$ cat src/rtl/wb_dest_queue_pkg.sv
// Shared encodings for the writeback destination queue: selector codes and default widths.
package wb_dest_queue_pkg;

  localparam logic [1:0] SRC_RT  = 2'd0;
  localparam logic [1:0] SRC_RD  = 2'd1;
  localparam logic [1:0] SRC_ALT = 2'd2;
  localparam logic [1:0] SRC_RA  = 2'd3;

  localparam int         DEF_ADDR_W  = 5;
  localparam logic [4:0] DEF_RA_ADDR = 5'h1f;

endpackage

$ cat src/rtl/wb_dest_queue_dest_select.sv
// Four-way register-file destination mux: rt, rd slice of offset, alternate, return address.
module dest_select
  import wb_dest_queue_pkg::*;
#(
  parameter int                ADDR_W  = DEF_ADDR_W,
  parameter int                RD_LSB  = 11,
  parameter logic [ADDR_W-1:0] RA_ADDR = {ADDR_W{1'b1}}
) (
  input  logic [1:0]        selector,
  input  logic [ADDR_W-1:0] input_one,
  input  logic [15:0]       offset,
  input  logic [ADDR_W-1:0] input_three,
  output logic [ADDR_W-1:0] dest
);

  always_comb begin
    dest = input_one;
    case (selector)
      SRC_RT:  dest = input_one;
      SRC_RD:  dest = offset[RD_LSB +: ADDR_W];
      SRC_ALT: dest = input_three;
      SRC_RA:  dest = RA_ADDR;
      default: dest = input_one;
    endcase
  end

endmodule

$ cat src/rtl/wb_dest_queue.sv
// In-order queue of pending register writes for multicycle units, with writeback port
// and read-after-write hazard detection against the outstanding destinations.
module wb_dest_queue
  import wb_dest_queue_pkg::*;
#(
  parameter int                ADDR_W  = DEF_ADDR_W,
  parameter int                DEPTH   = 4,
  parameter int                RD_LSB  = 11,
  parameter logic [ADDR_W-1:0] RA_ADDR = {ADDR_W{1'b1}}
) (
  input  logic                     clk,
  input  logic                     reset,
  input  logic [1:0]               selector,
  input  logic [ADDR_W-1:0]        input_one,
  input  logic [15:0]              offset,
  input  logic [ADDR_W-1:0]        input_three,
  input  logic                     issue,
  output logic                     issue_ready,
  input  logic                     complete,
  input  logic                     flush,
  input  logic [ADDR_W-1:0]        chk_a,
  input  logic [ADDR_W-1:0]        chk_b,
  output logic                     hazard_a,
  output logic                     hazard_b,
  output logic                     wb_valid,
  output logic [ADDR_W-1:0]        wb_addr,
  output logic [$clog2(DEPTH):0]   count,
  output logic                     full,
  output logic                     empty,
  output logic                     underflow
);

  localparam int PTR_W = $clog2(DEPTH);
  localparam int CNT_W = PTR_W + 1;

  logic [ADDR_W-1:0]             dest;
  logic [DEPTH-1:0][ADDR_W-1:0]  q_addr;
  logic [DEPTH-1:0]              q_wen;
  logic [DEPTH-1:0]              q_vld;
  logic [PTR_W-1:0]              head, tail;
  logic [CNT_W-1:0]              cnt;
  logic                          push, pop;
  logic [DEPTH-1:0]              hit_a, hit_b;

  dest_select #(
    .ADDR_W  (ADDR_W),
    .RD_LSB  (RD_LSB),
    .RA_ADDR (RA_ADDR)
  ) u_dest_select (
    .selector    (selector),
    .input_one   (input_one),
    .offset      (offset),
    .input_three (input_three),
    .dest        (dest)
  );

  assign full        = (cnt == CNT_W'(DEPTH));
  assign empty       = (cnt == '0);
  assign issue_ready = !full;
  assign count       = cnt;

  // Acceptance looks only at pre-edge occupancy: a pop never frees room for a same-cycle push.
  assign push = issue && !full && !flush;
  assign pop  = complete && !empty && !flush;

  always_ff @(posedge clk or negedge reset) begin
    if (!reset) begin
      q_addr    <= '0;
      q_wen     <= '0;
      q_vld     <= '0;
      head      <= '0;
      tail      <= '0;
      cnt       <= '0;
      wb_valid  <= 1'b0;
      wb_addr   <= '0;
      underflow <= 1'b0;
    end else if (flush) begin
      q_vld    <= '0;
      head     <= '0;
      tail     <= '0;
      cnt      <= '0;
      wb_valid <= 1'b0;
    end else begin
      if (push) begin
        q_addr[tail] <= dest;
        q_wen[tail]  <= (dest != '0);
        q_vld[tail]  <= 1'b1;
        tail         <= tail + 1'b1;
      end
      if (pop) begin
        q_vld[head] <= 1'b0;
        head        <= head + 1'b1;
        wb_addr     <= q_addr[head];
        wb_valid    <= q_wen[head];
      end else begin
        wb_valid <= 1'b0;
      end
      case ({push, pop})
        2'b10:   cnt <= cnt + CNT_W'(1);
        2'b01:   cnt <= cnt - CNT_W'(1);
        default: cnt <= cnt;
      endcase
      if (complete && empty)
        underflow <= 1'b1;
    end
  end

  // Hazard comparators see stored entries only; register 0 is never a real dependency.
  for (genvar i = 0; i < DEPTH; i++) begin : g_haz
    assign hit_a[i] = q_vld[i] && q_wen[i] && (q_addr[i] == chk_a);
    assign hit_b[i] = q_vld[i] && q_wen[i] && (q_addr[i] == chk_b);
  end

  assign hazard_a = (|hit_a) && (chk_a != '0);
  assign hazard_b = (|hit_b) && (chk_b != '0);

endmodule
$ cat config.mk
export PLATFORM = sky130hd
export DESIGN_NAME = wb_dest_queue
export DESIGN_NICKNAME = d
export VERILOG_FILES = /design/src/rtl/wb_dest_queue_pkg.sv /design/src/rtl/wb_dest_queue_dest_select.sv /design/src/rtl/wb_dest_queue.sv
export SDC_FILE = /design/constraint.sdc
export NUM_CORES = 1
export LEC_CHECK = 0
export CAP_MARGIN = 20
export CORE_MARGIN = 2
export CORE_UTILIZATION = 55
export CTS_BUF_LIST = sky130_fd_sc_hd__clkbuf_16
export CTS_CLUSTER_DIAMETER = 30
export CTS_CLUSTER_SIZE = 24
export DETAILED_ROUTE_END_ITERATION = 12
export GPL_ROUTABILITY_DRIVEN = 0
export PLACE_DENSITY_LB_ADDON = 0.08
export SYNTH_ARGS = -nofsm -noshare
export SYNTH_HDL_FRONTEND = slang
export SYNTH_SLANG_ARGS = --single-unit
$ cat constraint.sdc
create_clock -name clk -period 3.7 [get_ports clk]
set_input_delay 0.37 -clock clk [delete_from_list [all_inputs] [get_ports clk]]
set_output_delay 0.37 -clock clk [all_outputs]
set_load 0.02 [all_outputs]
# Yosys cells after proc, flatten, opt, wreduce, memory -nomap -nowiden
# Index checks and enable logic that the tools add are counted.
totals:
  regBits: 42
  input_bits: 43
  word_cells: 100
classes:
  eq_ne: 14
  n_reduce_logical: 37
  bitwise: 4
  addsub: 4
  muxes: 25
  n_lt_le_gt_ge: 4
op_table:
  columns: ["operator", "count"]
  rows:
  - ["equality test 5 bit", 8]
  - ["logical AND 1 bit", 21]
  - ["bitwise mux 20 bit", 1]
  - ["one-hot mux 5 bit (4 select lines)", 1]
  - ["2-to-1 mux 4 bit", 4]
  - ["nonzero test 5 bit", 3]
  - ["binary-select mux 5 bit (select 2 bit)", 1]
  - ["demux 5 bit (select 2 bit)", 1]
  - ["2-to-1 mux 5 bit", 2]
  - ["2-to-1 mux 2 bit", 4]
  - ["OR reduction 4 bit", 2]
  - ["equality test 2 bit, second input constant", 3]
  - ["less-than comparator 2 x 3 -> 1 bit, second input constant", 2]
  - ["one-hot mux 3 bit (2 select lines)", 1]
  - ["AND reduction 2 bit", 3]
  - ["2-to-1 mux 1 bit", 5]
  - ["adder 2 x 1 -> 2 bit, second input constant", 2]
  - ["AND 4 bit", 1]
  - ["bitwise mux 4 bit", 1]
  - ["demux 1 bit (select 2 bit)", 2]
  - ["equality test 2 x 1 -> 1 bit, second input constant", 2]
  - ["greater-or-equal comparator 2 x 1 -> 1 bit, second input constant", 2]
  - ["inverter 4 bit", 1]
  - ["OR 4 bit", 1]
  - ["11 further kinds", 14]

# Depth between registers and ports, before layout
# Gate-level depths: netlist (run 1).
depth:
  depth_word: 10
  ltp_mapped: 9

# Modules after synthesis
# From an unflattened synthesis (run 1), not the netlist that was laid out.
hier_totals:
  cells_unflattened: 232
  hier_area_um2: 2808.9
by_module_without_submodules:
  columns: ["mod", "cells_each", "instances", "area_each_um2", "seq_area_each_um2"]
  rows:
  - ["wb_dest_queue", 220, 1, 2670.1, 1051.0]
  - ["dest_select", 12, 1, 138.9, 0.0]

# Worst setup path before layout (run 1)
# OpenSTA, ideal clock, no wires.
synth_path:
  kind: "register to register"
  startpoint: "register cnt[1] (netlist: count[1])"
  endpoint: "register cnt[2] (netlist: count[2])"
  period_less_slack_ns: 2.527
  arrival_ns: 2.450
  required_time_ns: 3.623
  setup_ns: 0.077
  slack_ns: 1.173
  stages_incl_launch_ff: 10
  cell_sequence: "dfrtp_1 -> nor3_2 -> nor2b_1 -> clkbuf_1 -> and3_1 -> fa_1 -> nor2b_1 -> xnor2_1 -> a221o_1 -> a21oi_1"
synth_between:
  elab_chain_len: 7
  elab_cells_between_ends: 15
synth_rtl:
  columns: ["element", "line", "text"]
  rows:
  - ["from (decl)", "wb_dest_queue.sv:41", "logic [CNT_W-1:0] cnt;"]
  - ["from (signal assigned)", "wb_dest_queue.sv:99", "2'b10: cnt <= cnt + CNT_W'(1);"]
  - ["from (signal assigned)", "wb_dest_queue.sv:100", "2'b01: cnt <= cnt - CNT_W'(1);"]
  - ["from (signal assigned)", "wb_dest_queue.sv:101", "default: cnt <= cnt;"]
  - ["logical NOT 3 bit (*)", "wb_dest_queue.sv:58", "assign empty = (cnt == '0);"]
  - ["via empty", "wb_dest_queue.sv:29", "output logic empty,"]
  - ["logical NOT 1 bit (*)", "wb_dest_queue.sv:64", "assign pop = complete && !empty && !flush;"]
  - ["logical AND 1 bit (*) (2 in a row)", "wb_dest_queue.sv:64", null]
  - ["equality test 2 x 1 -> 1 bit or equality test 2 bit (tied branches)", "wb_dest_queue.sv:98", "case ({push, pop})"]
  - ["one-hot mux 3 bit (2 select lines)", "wb_dest_queue.sv:98", null]
  - ["2-to-1 mux 3 bit", "wb_dest_queue.sv:77", "end else if (flush) begin"]
# Mark *: on every way through the listed nets, which the timed path passes. The rest lies on a longest branch.
# A chain may end at the register's enable or synchronous reset.

# Final worst setup path (run 1)
layout_path:
  startpoint: "input chk_b[3]"
  endpoint: "output hazard_b"
layout_between:
  elab_chain_len: 4
  elab_cells_between_ends: 11
layout_rtl:
  columns: ["element", "line", "text"]
  rows:
  - ["from (decl)", "wb_dest_queue.sv:22", "input logic [ADDR_W-1:0] chk_b,"]
  - ["equality test 5 bit", "wb_dest_queue.sv:111", "assign hit_b[i] = q_vld[i] && q_wen[i] && (q_addr[i] == chk_b);"]
  - ["logical AND 1 bit", "wb_dest_queue.sv:111", null]
  - ["OR reduction 4 bit", "wb_dest_queue.sv:115", "assign hazard_b = (|hit_b) && (chk_b != '0);"]
  - ["logical AND 1 bit (*)", "wb_dest_queue.sv:115", null]
  - ["to (decl)", "wb_dest_queue.sv:24", "output logic hazard_b,"]
# Mark *: on every way between the ends. The rest lies on a longest branch, timed or not.

==> flow_summary_export.csv, run 1 <==
group,metric,value,unit
status,outcome,"finished, final reports clean",
critical_path,endpoint_kind,"primary output",
floorplanning,rows,25,
synth,synthTopCellsByArea,"dfrtp_1, xor2_1, mux2_2",
timing,setup_viol,0,
synth,synth_edf_count,0,
cts,cts_inserted_buffers,5,
cts,path_clk_slew,60,ps
cells_and_area,final_cells,328,
global_route,grt.overflow.total,0,
worst_hold_path,hold_class,"in -> async",
floorplanning,die_width,73.2,um
cts,cts_tree,"built",
critical_path,cp.arrival,2570,ps
run,drv_cap,0,
floorplanning,io_pins,58,
critical_path,critPathRequiredTime,3330,ps
drt,routed_via_density,6.02,
global_route,grt_pass1_vias,1948,
synth,synth_common_cells,"dfrtp_1, xor2_1, mux2_2",
floorplanning,coreArea,0.00466,sq mm
cts,holdBufCountCts,0,
pwr,swShare,0.370,
placed_design,portBuffers,46,
floorplanning,die_y,73.2,um
pwr,internal_power,1.36,mW
synth,syn_inst,233,
synth,syn_area,0.00264,sq mm
critical_path,cp-start-kind,"input port",
global_route,antenna_found_initial,0,
placed_design,dp.cells,320,
timing,hold_viol,0,
cells_and_area,post-route-util,0.697,
pwr,p_per_area,664,mW/mm^2
synth,synth-async-reset-ratio,1.00,
synth,yosys_register_bits,42,
synth,synth_warnings,0,
cts,cts-root-buf,"clkbuf_16",
cts,cts_max_path_buffers,2,
synth,synth_top_cell_area_share,0.399,
critical_path,crit_type,"in -> out",
cts,cts.sinks,42,
drt,wl_per_cell,18.6,um
drt,wl,6110,um
drt,routed-via-count,1975,
floorplanning,fp.dieArea,0.00536,sq mm
timing,grt_setup_unrepaired,"no",
cts,clock_latency,280,ps
cells_and_area,num_antenna_cells,0,
cells_and_area,drive_gt1_frac,0.142,
timing,fin_skew,4.35,ps
cts,cts_setup_buffers,0,
cts,post_cts_resized,0,
pwr,irDropWorstVdd,0.395,mV
timing,setup-tns-final,0,ps
global_route,grtUsageTotal,0.253,
drt,dr.pass1.iters,4,
timing,fmax,340,MHz
cells_and_area,syn2layout_area_growth,23.3,%
placed_design,dp_hpwl,4500,um
global_route,grt_pass1_wl,10000,um
pwr,seqPwrFrac,0.415,
timing,max_slew_margin,0.394,
drt,drt_iter0_markers,204,
timing,min_period_over_period,0.795,
synth,synth_ff_type,"dfrtp_1",
pwr,pwr-share-comb,0.395,
pwr,power_leakage,1.34,nW
synth,syn-num-nets,285,
synth,avgSynthCellArea,11.3,sq um
timing,post-route-min-period,2940,ps
critical_path,cp_max_fo,5,
synth,yosysMostFrequentCell,"dfrtp_1",
timing,slew_violations,0,
pwr,power_frac_clock,0.189,
floorplanning,start_util,0.566,
synth,synth-seq-area-share,0.399,
synth,ys_types,37,
pwr,power_switching,0.799,mW
synth,yosys.area.top_type,"dfrtp_1",
cts,htreeDepth,2,
cells_and_area,nNetsFinal,325,
drt,drtAntennaViolNets,0,
drt,drc_errors,0,
global_route,grt_max_degree,43,
timing,tightest_slew,910,ps
-- layer usage --
metal / share of wire / GRT usage
met4: 0.021 / 0.0782
met1: 0.44 / 0.360
met2: 0.48 / 0.391
met5: 0 / 0
met3: 0.061 / 0.0483
-- placed cells by master (no fill, tap or decap), drive strengths merged --
| cell type | n |
|---|---|
| a221o | 1 |
| xor2 | 32 |
| or3b | 1 |
| inv | 8 |
| nand2b | 2 |
| o22ai | 1 |
| a21oi | 11 |
| o21a | 2 |
| or4 | 2 |
| a31oi | 4 |
| mux4 | 6 |
| mux2i | 2 |
| nor2b | 3 |
| o22a | 5 |
| nand3 | 1 |
| nand2 | 8 |
| nor3 | 3 |
| or3 | 1 |
| xnor2 | 13 |
| nor2 | 6 |
| fa | 1 |
| ha | 8 |
| nor4 | 8 |
| buf | 4 |
| clkinv | 2 |
| mux2 | 30 |
| clkdlybuf4s50 | 45 |
| nand4 | 10 |
| dfrtp | 42 |
| a31o | 1 |
| clkbuf | 5 |
| and3 | 2 |
| a211oi | 4 |
-- metrics by stage --
| step | hold slack (ps) | setup WS [ps] | total power [mW] | cell area (sq um) |
|---|---|---|---|---|
| floorplan | 74.4 | 1170 | 1.43 | 2640 |
| global placement | 451 | 860 | 1.72 | 3110 |
| detailed placement | 454 | 832 | 1.74 | 3110 |
| CTS | 264 | 773 | 2.16 | 3250 |
| global route | 311 | 667 | 2.29 | 3250 |
| finish | 213 | 757 | 2.16 | 3250 |
-- critical path, cell delays in order --
cell and delay, ps:
clkdlybuf4s50_1 550, xor2_1 230, nor4_1 410, nand4_1 150
nand4_1 130, o21a_1 130, clkdlybuf4s50_1 590
-- final cells by class --
class,count,area (sq um)
timing repair buffer,49,478
multi-input combinational,168,1490
tap,54,67.6
clock inverter,3,12.5
inverter,7,26.3
sequential,42,1050
fill,389,1410
clock buffer,5,125
-- flip-flops by register name, summed over array words and instances, names as in the netlist --
signal     flops
wb_addr        5
q_vld          4
wb_valid       1
tail           2
head           2
count          3
q_addr        20
underflow      1
q_wen          4
-- cell families (layout without fill, tap and decap cells) --
family,count (synthesis),after routing,share of synthesized area
AOI/OAI and AO/OA,29,29,0.0736
buffers and inverters,23,64,0.0361
adders and majority gates,9,9,0.0456
xor gates and xnor gates,45,45,0.150
muxes,38,38,0.188
and+or+nand+nor,47,47,0.108
DFF,42,42,0.399
-- path summary, 6_finish.rpt --
| path | from | end | slack (ps) | cells past startpoint |
|---|---|---|---|---|
| worst min-delay path | reset | wb_addr[3] | 210 | 1 |
| min in group clk | underflow | underflow | 460 | 1 |
| worst max register to register | count[2] | count[2] | 1420 | 8 |
| max in group asynchronous | reset | wb_valid | 2910 | 1 |
| worst max-delay path | chk_b[3] | hazard_b | 760 | 7 |
| worst min register to register | underflow | underflow | 460 | 1 |
-- power by group through the flow --
stage / clock network (mW) / registers (mW) / logic, mW
detailed placement: 0 / 0.893 / 0.848
global placement: 0 / 0.886 / 0.831
finish: 0.409 / 0.897 / 0.854
global route: 0.431 / 0.922 / 0.939
CTS: 0.414 / 0.888 / 0.861
floorplan: 0 / 0.847 / 0.579
Power figures use the tool's default switching activity.
==> inputs of run 2 (changes only) <==
- CORE_UTILIZATION: 55 -> 46
- clock period: 3.7 -> 2.6 ns (I/O delays scaled with it)
==> flow_summary_export.csv, run 2 (synthesized netlist as in run 1, its figures left out) <==
group,metric,value,unit
placed_design,portBuffers,46,
timing,tightest_slew,972,ps
critical_path,endpoint_kind,"primary output",
drt,drc_errors,0,
drt,wl,6330,um
timing,hold_viol,0,
cells_and_area,nNetsFinal,335,
cells_and_area,largestRegisters,"q_addr: 20 flops, wb_addr: 5 flops",
cells_and_area,post-route-util,0.612,
cells_and_area,final_cell_mix,"dfrtp_1, clkdlybuf4s50_1, xor2_1",
timing,slew_violations,0,
worst_hold_path,hold_class,"in -> async",
cts,cts_max_path_buffers,2,
cells_and_area,num_antenna_cells,0,
critical_path,cp-start-kind,"register",
cts,cts-root-buf,"clkbuf_16",
pwr,power_leakage,1.42,nW
critical_path,critPathRequiredTime,2340,ps
critical_path,cp_max_fo,4,
cells_and_area,regArea,0.00105,sq mm
cts,cts_tree,"built",
cells_and_area,multi_input_area,0.00151,sq mm
floorplanning,fp.dieArea,0.00635,sq mm
cts,path_clk_slew,60,ps
cts,clock_latency,290,ps
pwr,p_per_area,929,mW/mm^2
cells_and_area,fillCellCount,476,
floorplanning,start_util,0.479,
critical_path,rrSetupSlack,370,ps
drt,routed-via-count,1987,
cts,holdBufCountCts,0,
timing,layout_setup_ws,94.6,ps
status,outcome,"finished, final reports clean",
pwr,finalPower,3.13,mW
drt,routed_via_density,5.60,
cts,cts.sinks,42,
critical_path,crit_type,"reg -> out",
placed_design,dp_hpwl,4630,um
timing,fin_skew,7.88,ps
timing,fmax,399,MHz
cells_and_area,fin_area,0.00337,sq mm
floorplanning,rows,27,
drt,drtAntennaViolNets,0,
drt,dr.pass1.iters,4,
global_route,grt_pass1_vias,2025,
cells_and_area,top_register,"q_addr",
cts,htreeDepth,2,
global_route,antenna_found_initial,0,
global_route,grtUsageTotal,0.220,
floorplanning,die_width,79.7,um
global_route,grt_pass1_wl,10500,um
timing,post-route-min-period,2510,ps
run,drv_cap,0,
drt,wl_per_cell,17.8,um
cells_and_area,drive_gt1_frac,0.187,
cells_and_area,largest_reg_flops,20,
timing,grt_setup_unrepaired,"no",
drt,drt_iter0_markers,141,
timing,setup_viol,0,
timing,max_slew_margin,0.352,
timing,min_period_over_period,0.964,
critical_path,cp.arrival,2250,ps
floorplanning,io_pins,58,
cells_and_area,final_common_cell,"dfrtp_1",
floorplanning,die_y,79.7,um
global_route,grt.overflow.total,0,
placed_design,pre_cts_slack,-51.9,ps
timing,holdWs,127,ps
cts,cts_inserted_buffers,5,
global_route,grt_max_degree,43,
floorplanning,coreArea,0.00551,sq mm
pwr,irDropWorstVdd,0.417,mV
placed_design,placed_cell_area,0.00321,sq mm
cells_and_area,syn2layout_area_growth,27.9,%
==> run 2: cell types whose count changed in the layout (fill, tap and decap cells not counted), moves of 3 or more <==
cell | before | now
buf_4 | 3 | 13
clkdlybuf4s50_1 | 45 | 41
dlymetal6s2s_1 | 0 | 3
nor4_1 | 8 | 5
nor4_2 | 0 | 3
==> run 2: path summary, 6_finish.rpt <==
kind,from,end,cells past startpoint
setup / recovery,q_addr[1],hazard_a,6
hold / removal,reset,underflow,1
setup reg to reg,count[1],count[2],8
hold reg to reg,underflow,underflow,1
max in group asynchronous,reset,q_wen[1],1
min in group clk,underflow,underflow,1
==> run 2: layout make-up <==
cell class              count  area share
clock inverters             2     0.00297
inverters                   7     0.00780
clock buffers               5      0.0371
well taps                  72      0.0267
flip-flops and latches     42       0.312
repair buffers             59       0.166
multi-input cells         168       0.448
==> run 2: critical path, stage by stage (launching register included) <==
cell	delay (ps)
dfrtp_1	460
xor2_1	210
nor4_2	320
nand4_1	140
nand4_1	130
o21a_1	130
clkdlybuf4s50_1	590
==> run 2: repair_timing <==
| action | CTS | global route |
|---|---|---|
| resized for setup | 4 | 3 |
| setup buffers | 0 | 0 |
| endpoints found under the setup margin | 2 | 1 |
| hold endpoints to repair | 0 | 0 |
==> run 2: layer usage <==
metal | vias up | wire, um | track usage
met3 | 8 | 373 | 0.0407
li1 | 934 | - | -
met5 | - | 0 | 0
met1 | 976 | 3030 | 0.334
met4 | 0 | 87 | 0.0638
met2 | 69 | 2830 | 0.319
==> run 2: report_power, final <==
group / switching (mW) / leakage, nW / total [mW] / internal (mW)
Sequential: 0.388 / 0.512 / 1.28 / 0.895
Combinational: 0.539 / 0.836 / 1.26 / 0.719
Clock: 0.245 / 0.0694 / 0.592 / 0.347
Total: 1.17 / 1.42 / 3.13 / 1.96
==> run 2: metrics by stage <==
step	instances	TNS [ps]
2_1_floorplan	233	0
3_3_place_gp	348	-22.3
3_5_place_dp	348	-74.3
4_1_cts	355	0
5_1_grt	355	0
6_report	355	0
